===== config.mk =====
export PLATFORM = sky130hd
export DESIGN_NAME = ddr_pmon_lockchk
export DESIGN_NICKNAME = d
export VERILOG_FILES = /design/src/rtl/ddr_pmon_lockchk.sv
export SDC_FILE = /design/constraint.sdc
export NUM_CORES = 1
export LEC_CHECK = 0
export CAP_MARGIN = 20
export CORE_MARGIN = 3
export CORE_UTILIZATION = 58
export DETAILED_ROUTE_END_ITERATION = 10
export PLACE_DENSITY = 0.87
export SLEW_MARGIN = 20
export SYNTH_ARGS = -nofsm -noshare
export SYNTH_HDL_FRONTEND = slang
export SYNTH_SLANG_ARGS = --single-unit

===== constraint.sdc =====
create_clock -name i_clk -period 5 [get_ports i_clk]
set_input_delay 0.75 -clock i_clk [delete_from_list [all_inputs] [get_ports i_clk]]
set_output_delay 0.75 -clock i_clk [all_outputs]
set_load 0.05 [all_outputs]

===== src/rtl/ddr_pmon_lockchk.sv =====
// ddr_pmon_lockchk
//   Lock-check sequencer that sits downstream of the PMON frequency detector.
//   It pulses the detector's measurement enable, waits for the detector's done
//   flag, and compares each captured PLL-cycle count against a cmp +/- range
//   window. After the required number of consecutive in-window results it
//   declares PLL lock. It also reports lock loss and a done-wait timeout.
//
// Ports
//   i_clk, i_rst_n    controller clock, asynchronous active-low reset
//   i_enable          run lock checking; low aborts to IDLE
//   i_force_lock      force o_lock high, one cycle after assertion
//   i_cmp, i_range    expected count and allowed +/- deviation
//   i_pass_cnt        consecutive passes needed for lock (0 behaves as 1)
//   i_timeout         max cycles to wait for done (0 disables the timeout)
//   i_done            detector done, asynchronous to i_clk
//   i_lockresult      detector count, stable while done is high
//   o_plllock_en      measurement enable to the detector
//   o_busy            sequencer not idle
//   o_lock            lock status
//   o_fail            one-cycle pulse per out-of-window result
//   o_err_timeout     sticky done-wait timeout
//   o_last_result     last captured count
//   o_meas_cnt        completed measurements, saturating

// Two-flop synchronizer with an active-high asynchronous reset.
module ddr_demet_r (
  input  logic clk,
  input  logic i_rst,
  input  logic d,
  output logic q
);

  logic meta;

  always_ff @(posedge clk or posedge i_rst) begin
    if (i_rst) begin
      meta <= 1'b0;
      q    <= 1'b0;
    end else begin
      meta <= d;
      q    <= meta;
    end
  end

endmodule

module ddr_pmon_lockchk #(
  parameter int PASS_W = 4,
  parameter int TMO_W  = 16,
  parameter int GAP    = 4
) (
  input  logic              i_clk,
  input  logic              i_rst_n,
  input  logic              i_enable,
  input  logic              i_force_lock,
  input  logic [23:0]       i_cmp,
  input  logic [9:0]        i_range,
  input  logic [PASS_W-1:0] i_pass_cnt,
  input  logic [TMO_W-1:0]  i_timeout,
  input  logic              i_done,
  input  logic [23:0]       i_lockresult,
  output logic              o_plllock_en,
  output logic              o_busy,
  output logic              o_lock,
  output logic              o_fail,
  output logic              o_err_timeout,
  output logic [23:0]       o_last_result,
  output logic [7:0]        o_meas_cnt
);

  localparam int GAP_W = $clog2(GAP + 1);
  // The enable is already low during the START cycle, so GAP_LOW lasts one
  // cycle less than GAP to make the detector see exactly GAP low cycles.
  localparam logic [GAP_W-1:0] GAP_LAST = GAP_W'(GAP - 2);

  typedef enum logic [2:0] {
    ST_IDLE,
    ST_START,
    ST_WAIT,
    ST_CHECK,
    ST_GAP_LOW,
    ST_ERR
  } state_t;

  state_t            state_q, state_d;
  logic              en_d, lock_q, lock_d, fail_d, err_d;
  logic [23:0]       last_d;
  logic [7:0]        meas_d;
  logic [PASS_W-1:0] pass_q, pass_d;
  logic [TMO_W-1:0]  tmo_q, tmo_d;
  logic [GAP_W-1:0]  gap_q, gap_d;
  logic              done_s;

  ddr_demet_r u_done_sync (
    .clk   (i_clk),
    .i_rst (~i_rst_n),
    .d     (i_done),
    .q     (done_s)
  );

  // Window limits use 25-bit intermediates so cmp+range cannot wrap and
  // cmp-range clamps at zero instead of underflowing.
  logic [24:0]     cmp_ext, rng_ext, sum_ext, lo_ext, hi_ext, res_ext;
  logic            in_window;
  logic [PASS_W:0] pass_need, pass_next;
  logic            pass_reached, tmo_hit;

  always_comb begin
    cmp_ext      = {1'b0, i_cmp};
    rng_ext      = {15'b0, i_range};
    res_ext      = {1'b0, i_lockresult};
    sum_ext      = cmp_ext + rng_ext;
    lo_ext       = (cmp_ext < rng_ext) ? 25'd0 : cmp_ext - rng_ext;
    hi_ext       = (sum_ext > 25'h0FF_FFFF) ? 25'h0FF_FFFF : sum_ext;
    in_window    = (res_ext >= lo_ext) && (res_ext <= hi_ext);
    pass_need    = (i_pass_cnt == '0) ? (PASS_W+1)'(1) : {1'b0, i_pass_cnt};
    pass_next    = {1'b0, pass_q} + (PASS_W+1)'(1);
    pass_reached = pass_next >= pass_need;
    tmo_hit      = (i_timeout != '0) && (tmo_q == i_timeout - TMO_W'(1));
  end

  // Next-state and next-register logic for the whole sequencer.
  always_comb begin
    state_d = state_q;
    en_d    = o_plllock_en;
    lock_d  = lock_q;
    fail_d  = 1'b0;
    err_d   = o_err_timeout;
    last_d  = o_last_result;
    meas_d  = o_meas_cnt;
    pass_d  = pass_q;
    tmo_d   = tmo_q;
    gap_d   = gap_q;

    case (state_q)
      ST_IDLE: begin
        en_d = 1'b0;
        if (i_enable) begin
          state_d = ST_START;
          err_d   = 1'b0;
          pass_d  = '0;
        end
      end
      ST_START: begin
        en_d    = 1'b1;
        tmo_d   = '0;
        state_d = ST_WAIT;
      end
      ST_WAIT: begin
        // A done seen in the same cycle as the timeout takes priority.
        if (done_s) begin
          state_d = ST_CHECK;
        end else if (tmo_hit) begin
          err_d   = 1'b1;
          lock_d  = 1'b0;
          en_d    = 1'b0;
          state_d = ST_ERR;
        end else begin
          tmo_d = tmo_q + TMO_W'(1);
        end
      end
      ST_CHECK: begin
        last_d = i_lockresult;
        meas_d = (o_meas_cnt == 8'hFF) ? o_meas_cnt : o_meas_cnt + 8'd1;
        if (in_window) begin
          pass_d = (pass_q == '1) ? pass_q : pass_q + PASS_W'(1);
          if (pass_reached) lock_d = 1'b1;
        end else begin
          pass_d = '0;
          lock_d = 1'b0;
          fail_d = 1'b1;
        end
        en_d    = 1'b0;
        gap_d   = '0;
        state_d = ST_GAP_LOW;
      end
      ST_GAP_LOW: begin
        en_d = 1'b0;
        if (gap_q == GAP_LAST) state_d = ST_START;
        else                   gap_d   = gap_q + GAP_W'(1);
      end
      ST_ERR: begin
        en_d = 1'b0;
        if (!i_enable) state_d = ST_IDLE;
      end
      default: begin
        state_d = ST_IDLE;
        en_d    = 1'b0;
      end
    endcase

    // Dropping enable mid-sequence abandons the current measurement but
    // keeps the last result and the measurement count.
    if (!i_enable && (state_q != ST_IDLE) && (state_q != ST_ERR)) begin
      state_d = ST_IDLE;
      en_d    = 1'b0;
      lock_d  = 1'b0;
      fail_d  = 1'b0;
      last_d  = o_last_result;
      meas_d  = o_meas_cnt;
      pass_d  = pass_q;
    end
  end

  // State and output registers. o_lock is loaded from the next lock value so
  // it changes in the cycle right after the deciding CHECK.
  always_ff @(posedge i_clk or negedge i_rst_n) begin
    if (!i_rst_n) begin
      state_q       <= ST_IDLE;
      o_plllock_en  <= 1'b0;
      lock_q        <= 1'b0;
      o_lock        <= 1'b0;
      o_fail        <= 1'b0;
      o_err_timeout <= 1'b0;
      o_last_result <= '0;
      o_meas_cnt    <= '0;
      pass_q        <= '0;
      tmo_q         <= '0;
      gap_q         <= '0;
    end else begin
      state_q       <= state_d;
      o_plllock_en  <= en_d;
      lock_q        <= lock_d;
      o_lock        <= lock_d | i_force_lock;
      o_fail        <= fail_d;
      o_err_timeout <= err_d;
      o_last_result <= last_d;
      o_meas_cnt    <= meas_d;
      pass_q        <= pass_d;
      tmo_q         <= tmo_d;
      gap_q         <= gap_d;
    end
  end

  assign o_busy = (state_q != ST_IDLE);

endmodule


== Word level (Yosys, flattened, before mapping) ==
Index checks and enable logic that the tools add are counted.
Cells by class
  bitwise gates (word level): 3
  reductions and logical operators: 21
  $mul: 0
  multiplexer cells: 36
  shift-type cells: 0
  add/subtract/negate cells: 8
  eq/ne operators: 22
  $lt $le $gt $ge: 5
  divide/modulo/power cells: 0
Operator list (number)
  $mux W25: 2
  $mux W16: 2
  $pmux W16 S2: 1
  $add A24 B10 Y25: 1
  $ge A24 B25 Y1: 1
  $gt A25 B24 Y1 const B: 1
  $le A24 B25 Y1: 1
  $sub A24 B10 Y25: 1
  $lt A24 B10 Y1: 1
  $mux W3: 7
  $ne A3 B3 Y1 const B: 7
  $pmux W3 S6: 1
  $add A16 B1 Y16 const B: 1
  $eq A16 B16 Y1: 1
  $mux W4: 4
  $reduce_bool A16 Y1: 1
  $sub A16 B1 Y16 const B: 1
  $mux W1: 14
  $reduce_and A4 Y1: 3
  $ne A2 B2 Y1 const B: 5
  $eq A3 B2 Y1 const B: 3
  $add A8 B1 Y8 const B: 1
  $eq A8 B8 Y1 const B: 1
  $pmux W4 S2: 1
  other kinds (20): 33
Storage, ports and cells
  logic and storage cells: 108
  bits in registers: 65
  memories: 0
  bits in writable memories: 0
  bits of input ports: 83
  memory bits (read-only): 0
  output and inout port bits: 37
  latch bits: 0

== Longest topological paths before layout ==
Gate-level depths: netlist of the first run.
  depth in word-level cells: 9
  depth in mapped cells: 21
  depth with buffers taken out: 20

== By module ==
Synthesis of the first run repeated with hierarchy kept, for this count alone.
Second synthesis, totals
  cells, all modules: 766
  area, all modules: 6426.2 sq um
By module, submodules not included
  ddr_pmon_lockchk: area an instance 6372.4 sq um, cells each 763, times used 1, sequential area each 1576.5 sq um
  ddr_demet_r: area an instance 53.8 sq um, cells each 3, times used 1, sequential area each 50.0 sq um

== Worst setup path before layout of the first run ==
No wires, ideal clock.
  path type: input -> register
  start point: input i_cmp[0]
  end point: register o_lock
  path buffers: 2
  stages on the path: 21
  slack: 55 ps
  data required time: 4936 ps
  arrival time: 4881 ps
  library setup time: 64 ps
  cells stage by stage: ha_1 > inv_1 > fa_1 > o21bai_1 > a21oi_1 > o21bai_1 > a21oi_1 > o41a_1 > clkbuf_1 > nor4_2 > clkbuf_1 > nor2_1 > ha_1 > a21oi_1 > o21ai_0 > a221oi_1 > nand3_1 > a32o_1 > or4b_1 > a32oi_1 > or2_1
On the way
  longest elaborated chain between the ends: 9
  elaborated cells between the ends (all ways): 13
  those cells by class: 2 x add/sub; 4 x order compare; 5 x mux; 1 x bitwise; 1 x reduce/logical
RTL lines
  from (decl): RTL line 56  | input logic [23:0] i_cmp,
  $add A24 B10 Y25: RTL line 112  | sum_ext = cmp_ext + rng_ext;
  $gt A25 B24 Y1: RTL line 114  | hi_ext = (sum_ext > 25'h0FF_FFFF) ? 25'h0FF_FFFF : sum_ext;
  $mux W25: RTL line 114
  $le A24 B25 Y1: RTL line 115  | in_window = (res_ext >= lo_ext) && (res_ext <= hi_ext);
  $logic_and A1 B1 Y1 (*): RTL line 115
  $mux W1 (*): RTL line 165  | if (in_window) begin
  $pmux W1 S2 (*): RTL line 135  | case (state_q)
  $mux W1 (*): RTL line 194  | if (!i_enable && (state_q != ST_IDLE) && (state_q != ST_ERR)) begin
  via lock_d: RTL line 86  | logic en_d, lock_q, lock_d, fail_d, err_d;
  $or A1 B1 Y1 (*): RTL line 224  | o_lock <= lock_d | i_force_lock;
  to (signal assigned): RTL line 224
  to (decl): RTL line 64  | output logic o_lock,
Mark *: on every way through the listed nets, which the timed path passes. The rest lies on a longest branch.
A chain may end at the register's enable or synchronous reset.

== Worst setup path in the final report of the first run ==
  start point: input i_cmp[18]
  end point: register o_lock
The elaborated chain is that of the path after synthesis.

==> results of run 1 <==
power groups by stage:
stage | clock (W) | combinational (W) | sequential, W
after floorplan | 0 | 0.000456 | 0.00109
after global placement | 0 | 0.00127 | 0.000742
after detailed placement | 0 | 0.00131 | 0.000746
after CTS | 0.000609 | 0.00133 | 0.000740
after global routing | 0.000631 | 0.00146 | 0.000757
final | 0.000606 | 0.00136 | 0.000743
repair_timing:
action,CTS,global route
gates cloned,0,0
resized for setup,21,37
buffers inserted,3,12
pin swaps,19,33
setup endpoints to repair,7,7
cell usage after synthesis, types with 8 or more instances:
master,number
a21oi_1,46
and3_1,12
clkbuf_1,16
dfrtp_1,65
ha_1,78
inv_1,36
nand2_1,144
nand2b_1,18
nand3_1,34
nand4_1,15
nor2_1,59
nor2b_1,9
nor3_1,17
o211ai_1,9
o21ai_0,38
o31ai_1,12
or3_1,8
xnor2_1,40
xor2_1,25
layer usage:
metal  vias up  routed length, um  track usage
met5         -                  0            0
met4         0                655        0.108
met3        67               1410       0.0704
met2       312               9990        0.550
met1      3321               8310        0.399
li1       3281                  -            -
critical path, stage by stage:
cell,delay [ps]
clkdlybuf4s50_1,530
or3_1,440
nor4_1,510
nand2_1,190
a31o_4,280
buf_12,140
buf_4,140
nor2b_1,140
ha_1,180
nand3b_1,180
a21o_1,190
a211oi_2,180
o2111ai_1,150
a32o_2,290
or4b_1,520
a32oi_1,220
or2_1,120
through the flow:
stage	total power (W)	util	TNS (ps)	hold WS (ps)	std cells
finish	0.00271	0.835	0	349	1140
global route	0.00285	0.835	-87.6	374	1140
global placement	0.00201	0.779	-2210	333	1110
CTS	0.00267	0.812	0	352	1128
detailed placement	0.00205	0.779	-3450	353	1110
floorplan	0.00154	-	0	331	806
registers in the layout (all words and copies together), names as in the netlist, 3 cells and up:
name / count
o_last_result: 24
tmo_q: 16
o_meas_cnt: 8
pass_q: 4
gap_q: 3
state_q: 3
logic make-up after synthesis:
| kind of cell | synth area share |
|---|---|
| AO/OA/AOI/OAI | 0.181 |
| XOR/XNOR | 0.0887 |
| adder cells (fa/ha/maj) | 0.158 |
| buffers and inverters | 0.0402 |
| flip-flops | 0.253 |
| multiplexers | 0.00819 |
| AND/OR/NAND/NOR | 0.270 |
worst min-delay path by stage:
| stage | start | endpoint | slack, ps | depth (start not counted) |
|---|---|---|---|---|
| 2_1_floorplan | u_done_sync.meta | u_done_sync.q | 330 | 0 |
| 3_3_place_gp | u_done_sync.meta | u_done_sync.q | 330 | 0 |
| 3_5_place_dp | u_done_sync.meta | u_done_sync.q | 350 | 0 |
| 4_1_cts | i_rst_n | o_meas_cnt[7] | 350 | 1 |
| 5_1_grt | i_rst_n | pass_q[0] | 370 | 1 |
| 6_report | i_rst_n | o_meas_cnt[1] | 350 | 1 |
final cells by class:
class                           instances  area (sq um)
Clock buffer                           10           138
Clock inverter                          5           128
Fill cell                             680          1740
Inverter                               38           143
Multi-Input combinational cell        677          4720
Sequential cell                        65          1630
Tap cell                              136           170
Timing Repair Buffer                  209          1890
==> results.ini, run 1 <==
[run_status]
status=completed

[pwr]
power_frac_seq=0.274
p_int_w=0.00157
p_clk_frac=0.224
sw_frac_of_total=0.422
combPwrFrac=0.503
switchingPower_w=0.00114
ir_drop_uv=458
leakage_nw=4.09
power.density_nw_per_um2=308

[grt]
grt_usage=0.320
grt_max_degree=43
grt_pass1_wl_um=33100
overflow=0
grt_pass1_vias=6992
grt_antenna_before_repair=0

[synthesis]
yosys_warnings=0
synth-main-ff-cell=dfrtp_1
postSynthCellCount=806
syn-num-nets=969
synth_seq_area_share=0.253
synth_top_area_share=0.253
ys_ff_latch=65
synth_area_sq_um=6420
synth_edf_count=0
synth_top_area_cell=dfrtp_1
avgSynthCellArea_sq_um=7.96
synth.area.top_cells=dfrtp_1 25%, ha_1 15%, nand2_1 8.4%
synthArstFlopShare=1.00
netlist-cell-type-count=77

[die]
num_rows=37
fp.dieW_um=111
start_util=0.608
die_h_um=111
core_area_sq_um=10600
dieArea_sq_um=12400
pin_count=120

[cts]
numCtsBuffers=9
cts_buffer_depth=2
cts_root_buffer=clkbuf_8
holdBufCountCts=0
clock_latency_ps=370
cts.clk_slew.worst_paths_ps=70
htree_levels=3
cts.sinks=65
cts_tree=done

[layout]
area_growth_syn_to_layout_pct=37.3
layout_common_cells=144 x nand2_1, 109 x clkdlybuf4s50_1, 88 x buf_4
nets=1163
num_antenna_cells=0
mostFrequentLayoutCell=nand2_1
final_design_area_no_fill_sq_um=8810
drive_above_1_share=0.164

[place]
pre_cts_ws_ps=-636
postPlaceCellArea_sq_um=8220
io_buffers=119
dpl.hpwl_um=15500
gp_congestion=0.931

[run]
maxCapViolCount=0

[timing]
max_freq_mhz=206
finalHoldViolCount=0
max_slew.worst_pin.slew_ps=803
slew-limit-headroom=0.465
fin_skew_ps=5.82
slew_violations=0
min_period_over_period=0.970
layout_setup_ws_ps=148
setup_viol=0
fin_crit_ps=4850

[setup_path]
reg2reg_slack_ps=2360
ff2ff_path_depth=8
critPathKind=input port to flip-flop
start_kind=input port
r2r-start=tmo_q[13]
regToRegEndpoint=tmo_q[15]
worstPathRequired_ps=5310
worstSetupEndpointType=flip-flop
crit_start=i_cmp[18]
cp_max_fo=7
worstPathArrival_ps=5160
crit_path_end=o_lock

[route]
viasPerCell=6.12
drt_iter0_drc=581
dr_total_vias=6981
antenna_left=0
first_pass_iters=5
wl_per_cell_um=17.9
totalWireLength_um=20400
remaining_drc_errors=0

[hold_path]
hp-class=input port to async pin

Power figures use the tool's default switching activity.
==> run 2, diff against run 1 <==
REMOVE_ABC_BUFFERS = 1   (was unset)
==> run 2 against run 1 <==
Core utilization down 0.81 points. Cell count down 0.35%. Largest power group unchanged. Maximum frequency up 0.35%. Clock skew up 1.7 ps. Via count down 0.36%. Critical endpoint unchanged.
==> results.ini, run 2 (synthesis results as in run 1) <==
[cts]
cts_buffer_depth=2  ; unchanged
htree_levels=3  ; unchanged
cts_root_buffer=clkbuf_8  ; unchanged
cts.sinks=65  ; unchanged
clock_latency_ps=370  ; about the same
numCtsBuffers=9  ; unchanged
cts.clk_slew.worst_paths_ps=70  ; about the same
cts_tree=done  ; unchanged

[setup_path]
worstSetupEndpointType=flip-flop  ; unchanged
worstPathArrival_ps=5150  ; was 5160 ps
worstPathRequired_ps=5310  ; about the same
cp_max_fo=4  ; was 7
cp_num_buf_inv=3  ; unchanged
critPathTopFamily=compound AO/OA/AOI/OAI gates  ; was simple AND/OR/NAND/NOR gates
max_stage_delay_ps=490  ; was 530 ps
critical_path.slowest_cell=or4b_1  ; was clkdlybuf4s50_1
critPathKind=input port to flip-flop  ; unchanged
start_kind=input port  ; unchanged
path_cells=dlygate4sd2_1, ha_2, inv_1, fa_2, o21bai_1, a21oi_1, o21bai_1, a21oi_1, o41a_1, buf_6, nor2_1, a41o_1, o31ai_2, ha_1, a21o_1, a21oi_2, o221a_2, nand3_2, a32o_2, or4b_1, a32oi_2, or2_1  ; was clkdlybuf4s50_1, or3_1, nor4_1, nand2_1, a31o_4, buf_12, buf_4, nor2b_1, ha_1, nand3b_1, a21o_1, a211oi_2, o2111ai_1, a32o_2, or4b_1, a32oi_1, or2_1

[grt]
grt_max_degree=58  ; was 43
grt_usage=0.323  ; was 0.320
overflow=0  ; unchanged
grt_antenna_before_repair=0  ; unchanged
grt_pass1_wl_um=33100  ; about the same
grt_pass1_vias=6932  ; was 6992

[timing]
max_freq_mhz=207  ; was 206 MHz
slew_violations=0  ; unchanged
fin_skew_ps=7.55  ; was 5.82 ps
tns_ps=0  ; unchanged
finalHoldViolCount=0  ; unchanged
fin_crit_ps=4840  ; was 4850 ps
min_period_over_period=0.967  ; was 0.970
max_slew.worst_pin.slew_ps=828  ; was 803 ps
holdWs_ps=220  ; was 349 ps
slew-limit-headroom=0.448  ; was 0.465
setup_viol=0  ; unchanged

[die]
fp.dieW_um=111  ; unchanged
num_rows=37  ; unchanged
pin_count=120  ; unchanged
die_h_um=111  ; unchanged
start_util=0.608  ; unchanged
dieArea_sq_um=12400  ; unchanged
core_area_sq_um=10600  ; unchanged

[layout]
drive_above_1_share=0.150  ; was 0.164
postLayoutCoreUtil=0.827  ; was 0.835
top_regs=o_last_result x24, tmo_q x16, o_meas_cnt x8  ; unchanged
layout_common_cells=144 x nand2_1, 110 x clkdlybuf4s50_1, 80 x buf_4  ; was 144 x nand2_1, 109 x clkdlybuf4s50_1, 88 x buf_4
mostFrequentLayoutCell=nand2_1  ; unchanged
area_growth_syn_to_layout_pct=36.0  ; was 37.3%
largest_register_ffs=24  ; unchanged
fillers=670  ; was 680
nets=1158  ; was 1163
fin_cells=1136  ; was 1140
regMostFlops=o_last_result  ; unchanged
num_antenna_cells=0  ; unchanged

[route]
remaining_drc_errors=0  ; unchanged
dr_total_vias=6956  ; was 6981
first_pass_iters=6  ; was 5
drt_iter0_drc=646  ; was 581
totalWireLength_um=20200  ; was 20400 um
viasPerCell=6.12  ; about the same
antenna_left=0  ; unchanged
wl_per_cell_um=17.8  ; was 17.9 um

[pwr]
power_frac_seq=0.279  ; was 0.274
total_power_w=0.00265  ; was 0.00271 W
p_int_w=0.00150  ; was 0.00157 W
switchingPower_w=0.00116  ; was 0.00114 W
power.density_nw_per_um2=304  ; was 308 nW/um^2
leakage_nw=4.01  ; was 4.09 nW
ir_drop_uv=386  ; was 458 uV
combPwrFrac=0.515  ; was 0.503
p_clk_frac=0.206  ; was 0.224
sw_frac_of_total=0.436  ; was 0.422

[place]
io_buffers=119  ; unchanged
gp_congestion=0.985  ; was 0.931
dpl.hpwl_um=15500  ; about the same
dpl.cell_count=1115  ; was 1110

[run_status]
status=completed  ; unchanged

[run]
maxCapViolCount=0  ; unchanged

[hold_path]
hp-class=input port to async pin  ; unchanged

==> run 2: path summary, 6_finish.rpt <==
kind / start / end / slack [ps] / cells after the start
min in group i_clk: u_done_sync.meta / u_done_sync.q / 360 / 0
hold / removal: i_rst_n / tmo_q[13] / 220 / 1
setup reg to reg: tmo_q[3] / o_lock / 2250 / 8
hold reg to reg: u_done_sync.meta / u_done_sync.q / 360 / 0
max in group asynchronous: i_rst_n / o_last_result[6] / 3790 / 2
setup / recovery: i_cmp[0] / o_lock / 160 / 22
==> run 2: worst reg2reg max path: cells and delay by family (launching register included) <==
| family | cells | cell delay, ps |
|---|---|---|
| AOI/OAI and AO/OA | 3 | 1000 |
| and+or+nand+nor | 3 | 790 |
| DFF | 1 | 450 |
| xor gates and xnor gates | 2 | 410 |
==> run 2: metrics by stage <==
step	area, sq um	setup slack, ps
after floorplan	6300	-85.6
after global placement	8270	-462
after detailed placement	8270	-540
after CTS	8630	2.18
after global routing	8730	-57.6
final	8730	165
==> run 2: power groups by stage <==
stage / Combinational (W) / Clock, W / Sequential, W
2_1_floorplan: 0.000437 / 0 / 0.00109
3_3_place_gp: 0.00129 / 0 / 0.000741
3_5_place_dp: 0.00132 / 0 / 0.000747
4_1_cts: 0.00134 / 0.000549 / 0.000739
5_1_grt: 0.00146 / 0.000575 / 0.000760
6_report: 0.00137 / 0.000546 / 0.000742
==> run 2: layer usage <==
layer / up-vias / global-route usage / routed length (um) / share of wire
met1: 3342 / 0.396 / 8240 / 0.41
met3: 61 / 0.0540 / 1200 / 0.059
li1: 3274 / - / - / -
met2: 279 / 0.566 / 10100 / 0.50
met5: - / 0 / 0 / 0
met4: 0 / 0.119 / 656 / 0.032
==> run 2: layout make-up <==
| type | count | area [sq um] | area share |
|---|---|---|---|
| clock inverters | 4 | 73.8 | 0.00846 |
| flip-flops and latches | 65 | 1630 | 0.186 |
| multi-input cells | 677 | 4700 | 0.539 |
| repair buffers | 204 | 1850 | 0.211 |
| clock buffers | 12 | 165 | 0.0189 |
| well taps | 136 | 170 | 0.0195 |
| inverters | 38 | 143 | 0.0163 |
==> run 2: repair_timing <==
action	in CTS	in global routing
hold buffers	0	0
setup buffers	4	0
pin swaps	20	10
gates cloned	1	0
setup endpoints to repair	5	7
gates resized for setup	30	22
hold endpoints to repair	0	0
